<file path="src/rtl/count_run_controller.sv">
// Run/stop/clear sequencer: button edge detect, RUN/STOP/CLEAR FSM, gated
// prescaler producing one-cycle count ticks, and the wrapping count register.
module count_run_controller #(
  parameter int unsigned TICK_DIV  = 10_000_000,
  parameter int unsigned COUNT_MAX = 9999,
  parameter int unsigned CW        = 14
) (
  input  logic          i_clk,
  input  logic          i_reset,
  input  logic          i_btn_run,
  input  logic          i_btn_clear,
  output logic [CW-1:0] o_count,
  output logic          o_tick,
  output logic          o_wrap,
  output logic          o_running,
  output logic [1:0]    o_state
);

  localparam int unsigned DW = (TICK_DIV > 1) ? $clog2(TICK_DIV) : 1;

  typedef enum logic [1:0] {
    ST_STOP  = 2'd0,
    ST_RUN   = 2'd1,
    ST_CLEAR = 2'd2
  } state_t;

  state_t          state;
  state_t          state_next;
  logic            r_run_prev;
  logic            r_clr_prev;
  logic [DW-1:0]   r_div;
  logic            run_edge;
  logic            clr_edge;
  logic            advance;
  logic            div_last;
  logic            tick;
  logic            clear;
  logic            count_last;

  assign run_edge   = i_btn_run & ~r_run_prev;
  assign clr_edge   = i_btn_clear & ~r_clr_prev;
  // Advance only while staying in RUN, so a stop on the wrap cycle holds TICK_DIV-1
  assign advance    = (state == ST_RUN) && (state_next == ST_RUN);
  assign div_last   = (r_div == DW'(TICK_DIV - 1));
  assign tick       = advance && div_last;
  assign clear      = (state_next == ST_CLEAR);
  assign count_last = (o_count == CW'(COUNT_MAX));
  assign o_state    = 2'(state);

  // Prev levels reset high so a button held through reset release is not an edge
  always_ff @(posedge i_clk or negedge i_reset) begin
    if (!i_reset) begin
      r_run_prev <= 1'b1;
      r_clr_prev <= 1'b1;
    end else begin
      r_run_prev <= i_btn_run;
      r_clr_prev <= i_btn_clear;
    end
  end

  always_ff @(posedge i_clk or negedge i_reset) begin
    if (!i_reset) state <= ST_STOP;
    else          state <= state_next;
  end

  // Next state: clear has priority over run/stop; CLEAR ignores edges
  always_comb begin
    state_next = state;
    case (state)
      ST_STOP: begin
        if (clr_edge)      state_next = ST_CLEAR;
        else if (run_edge) state_next = ST_RUN;
      end
      ST_RUN: begin
        if (clr_edge)      state_next = ST_CLEAR;
        else if (run_edge) state_next = ST_STOP;
      end
      ST_CLEAR: state_next = ST_STOP;
      default:  state_next = ST_STOP;
    endcase
  end

  always_ff @(posedge i_clk or negedge i_reset) begin
    if (!i_reset) begin
      r_div <= '0;
    end else if (clear) begin
      r_div <= '0;
    end else if (advance) begin
      r_div <= div_last ? '0 : r_div + DW'(1);
    end
  end

  // Count register and its registered tick/wrap/running flags
  always_ff @(posedge i_clk or negedge i_reset) begin
    if (!i_reset) begin
      o_count   <= '0;
      o_tick    <= 1'b0;
      o_wrap    <= 1'b0;
      o_running <= 1'b0;
    end else begin
      o_tick    <= tick;
      o_wrap    <= tick && count_last;
      o_running <= (state_next == ST_RUN);
      if (clear)     o_count <= '0;
      else if (tick) o_count <= count_last ? '0 : o_count + CW'(1);
    end
  end

endmodule

</file>
<file path="config.mk">
export PLATFORM = sky130hd
export DESIGN_NAME = count_run_controller
export DESIGN_NICKNAME = d
export VERILOG_FILES = /design/src/rtl/count_run_controller.sv
export SDC_FILE = /design/constraint.sdc
export NUM_CORES = 1
export LEC_CHECK = 0
export BUFFER_PORTS_ARGS = -buffer_cell sky130_fd_sc_hd__buf_2
export CAP_MARGIN = 10
export CELL_PAD_IN_SITES_DETAIL_PLACEMENT = 1
export CELL_PAD_IN_SITES_GLOBAL_PLACEMENT = 1
export CORE_UTILIZATION = 43
export DETAILED_ROUTE_END_ITERATION = 8
export PLACE_DENSITY_LB_ADDON = 0.12
export SLEW_MARGIN = 20
export SYNTH_ARGS = -nofsm -noshare
export SYNTH_HDL_FRONTEND = slang
export SYNTH_SLANG_ARGS = --single-unit
</file>
<file path="constraint.sdc">
create_clock -name i_clk -period 4.9 [get_ports i_clk]
set_input_delay 0.245 -clock i_clk [delete_from_list [all_inputs] [get_ports i_clk]]
set_output_delay 0.245 -clock i_clk [all_outputs]
set_load 0.05 [all_outputs]
</file>
==> impl_metrics.env <==
export IMPL_status="completed"
export IMPL_grt_pass1_wl_um=10780
export IMPL_powerDensity_nw_per_um2=273.1
export IMPL_final_layout_size_suffix_gt1_frac=0.1483
export IMPL_synth_area_um2=2456
export IMPL_syn_area_per_cell_um2=9.199
export IMPL_fin_hold_ws_ns=0.05106
export IMPL_fp_row_count=27
export IMPL_start_kind="register"
export IMPL_vias=2154
export IMPL_synthCells=267
export IMPL_syn_nets=273
export IMPL_ys_seq_area_frac=0.4595
export IMPL_drc=0
export IMPL_initial_core_util=0.4460
export IMPL_synth_xor_area_frac=0.04279
export IMPL_post_drt_wl_per_cell_um=17.42
export IMPL_yosysWarnings=0
export IMPL_crit_fanout=17
export IMPL_area_growth_pct=12.28
export IMPL_synth_edff_count=0
export IMPL_synth_simple_gate_area_frac=0.3158
export IMPL_die_area_um2=6018
export IMPL_most_common_layout_cells="dfrtp_1 (43), nand3_1 (26), nor2_1 (25), nand2_1 (21), buf_2 (21)"
export IMPL_post_route_period_util=0.4879
export IMPL_cts_resized=0
export IMPL_clk_pin_slew_ns=0.09
export IMPL_critical_path_startpoint="r_div[11]$_DFFE_PN0P_"
export IMPL_reg2reg_slack_ns=2.51
export IMPL_clock_sinks=45
export IMPL_gp_congestion=0.8036
export IMPL_relSlewSlack=0.5248
export IMPL_skew_ns=0.007560
export IMPL_die_h_um=77.58
export IMPL_grt_total_usage=0.2280
export IMPL_cp_arrival_ns=2.61
export IMPL_layout_commonest_cell="dfrtp_1"
export IMPL_grt_pass1_vias=2129
export IMPL_hold_viol=0
export IMPL_synth_compound_area_frac=0.1386
export IMPL_r2r_cells=6
export IMPL_finalSetupTns_ns=0
export IMPL_drv_slew=0
export IMPL_synth_top_family_by_area="simple AND/OR/NAND/NOR gates"
export IMPL_grt_max_degree=46
export IMPL_fin_crit_ns=2.391
export IMPL_design_portCount=23
export IMPL_root_buffer="clkbuf_8"
export IMPL_r2r_end="o_count[9]$_DFFE_PN0P_"
export IMPL_endpoint="o_count[9]$_DFFE_PN0P_"
export IMPL_fillers=660
export IMPL_cts_buffer_depth=2
export IMPL_coreArea_um2=5507
export IMPL_rsz0062_at_grt="no"
export IMPL_final_setup_viol_count=0
export IMPL_drt_iter0_drc=125
export IMPL_required_ns=5.11
export IMPL_maxCapViolCount=0
export IMPL_yosysUniqueCellTypes=50
export IMPL_h_tree_depth=2
export IMPL_peakVddDrop_mv=0.1500
export IMPL_synth_adder_area_share=0.01019
export IMPL_ys_ff_latch=45
export IMPL_min_path_type="primary input to register"
export IMPL_ys_flop_type="dfrtp_1"
export IMPL_cts_tree="built"
export IMPL_die_w_um=77.58
export IMPL_dp_hpwl_um=4412
export IMPL_n_antenna_cell=0
export IMPL_synthMuxAreaShare=0.008151
export IMPL_dr_pass1_iters=4
export IMPL_port_buffers=22
export IMPL_antenna_found_initial=0
export IMPL_tightestPinTransition_ns=0.7127
export IMPL_antenna_left=0
export IMPL_vias_per_cell=5.950
export IMPL_worstSetupPathType="register to register"
export IMPL_clock_latency_ns=0.30
export IMPL_wl_um=6305
export IMPL_endpoint_kind="register"
export IMPL_cts_buffers=5
export IMPL_overflow=0
export IMPL_fmax_mhz=418.3
export IMPL_p_leak_nw=1.247
export IMPL_multi_input_area_um2=1266
export IMPL_final_nets=295
export IMPL_synthArstFlopShare=1.000
export IMPL_r2r_start="r_div[11]$_DFFE_PN0P_"
export IMPL_regArea_um2=1129
[cell usage after synthesis, types with 3 or more instances]
cell type / number / area share
and3_1: 10 / 0.025
and4_1: 3 / 0.011
o21ai_0: 9 / 0.018
nor2_1: 25 / 0.038
o211ai_1: 7 / 0.021
o31ai_1: 4 / 0.012
nor3_1: 8 / 0.016
inv_1: 7 / 0.011
nand4_1: 15 / 0.038
nor2b_1: 3 / 0.0076
xor2_1: 10 / 0.036
nor4_1: 5 / 0.013
a31oi_1: 7 / 0.018
nand3_1: 26 / 0.053
nand2b_1: 4 / 0.010
a21oi_1: 8 / 0.016
nand2_1: 21 / 0.032
dfrtp_1: 43 / 0.44
or3_1: 5 / 0.013
a21o_1: 3 / 0.0092
clkbuf_1: 6 / 0.0092
[critical path, stage by stage, from the launching register on]
cell      delay [ns]
dfrtp_1         0.45
or4b_4          0.56
nor4_4          0.19
nand3_2         0.34
inv_1           0.31
nand2b_1        0.20
o31ai_1         0.26
[sequential cells by signal, indices dropped and copies added, names as in the netlist]
signal      cells
o_wrap          1
o_running       1
r_div          24
o_count        14
o_state         2
r_clr_prev      1
o_tick          1
r_run_prev      1
[where the power goes]
group / switching, W / internal, W
logic: 0.0000499 / 0.0000184
clock network: 0.000129 / 0.000166
registers: 0.00000797 / 0.000381
total: 0.000187 / 0.000566
[how the worst min path moves through the flow]
| stage | slack, ns | to | cells past startpoint | from |
|---|---|---|---|---|
| 2_1_floorplan | -0.05 | o_count[0]$_DFFE_PN0P_ | 0 | i_reset |
| 3_3_place_gp | 0.36 | r_run_prev$_DFF_PN1_ | 1 | i_btn_run |
| 3_5_place_dp | 0.36 | r_run_prev$_DFF_PN1_ | 1 | i_btn_run |
| 4_1_cts | 0.04 | r_run_prev$_DFF_PN1_ | 1 | i_btn_run |
| 5_1_grt | 0.04 | r_run_prev$_DFF_PN1_ | 1 | i_btn_run |
| 6_report | 0.05 | r_run_prev$_DFF_PN1_ | 1 | i_btn_run |
[cell families (layout without fill, tap and decap cells)]
family	Yosys count	in the layout
AO/OA/AOI/OAI	50	50
flip-flops	45	45
multiplexers	2	2
adder cells (fa/ha/maj)	2	2
AND/OR/NAND/NOR	140	140
buffers and inverters	16	39
XOR/XNOR	12	12
[what timing repair did]
action | 4_1_cts | 5_1_grt
hold buffers | 0 | 1
hold endpoints to repair | 0 | 35
setup buffers | 0 | 0
[cell type report]
class	count	area share
Multi-Input combinational cell	206	0.4592
Sequential cell	45	0.4093
Timing Repair Buffer	24	0.04719
Tap cell	72	0.03267
Clock buffer	7	0.03131
Clock inverter	1	0.01089
Inverter	7	0.009528
[layer usage]
layer | vias to the layer above | part of all wire | GRT usage
met2 | 33 | 0.48 | 0.3770
met1 | 1077 | 0.49 | 0.3106
met4 | 0 | 0.0090 | 0.05660
met5 | - | 0 | 0
met3 | 6 | 0.024 | 0.03647
li1 | 1038 | - | -
[per-stage QoR]
stage | setup slack [ns] | power [W] | cell area [um^2] | std cells | util
4_1_cts | 2.494 | 0.0007624 | 2745 | 361 | 0.4985
3_3_place_gp | 2.599 | 0.0004624 | 2629 | 353 | 0.4774
3_5_place_dp | 2.515 | 0.0004645 | 2629 | 353 | 0.4774
5_1_grt | 2.276 | 0.0007845 | 2758 | 362 | 0.5008
6_report | 2.509 | 0.0007531 | 2758 | 362 | 0.5008
2_1_floorplan | 2.674 | 0.0004384 | 2456 | 267 | -
Power figures use the tool's default switching activity.
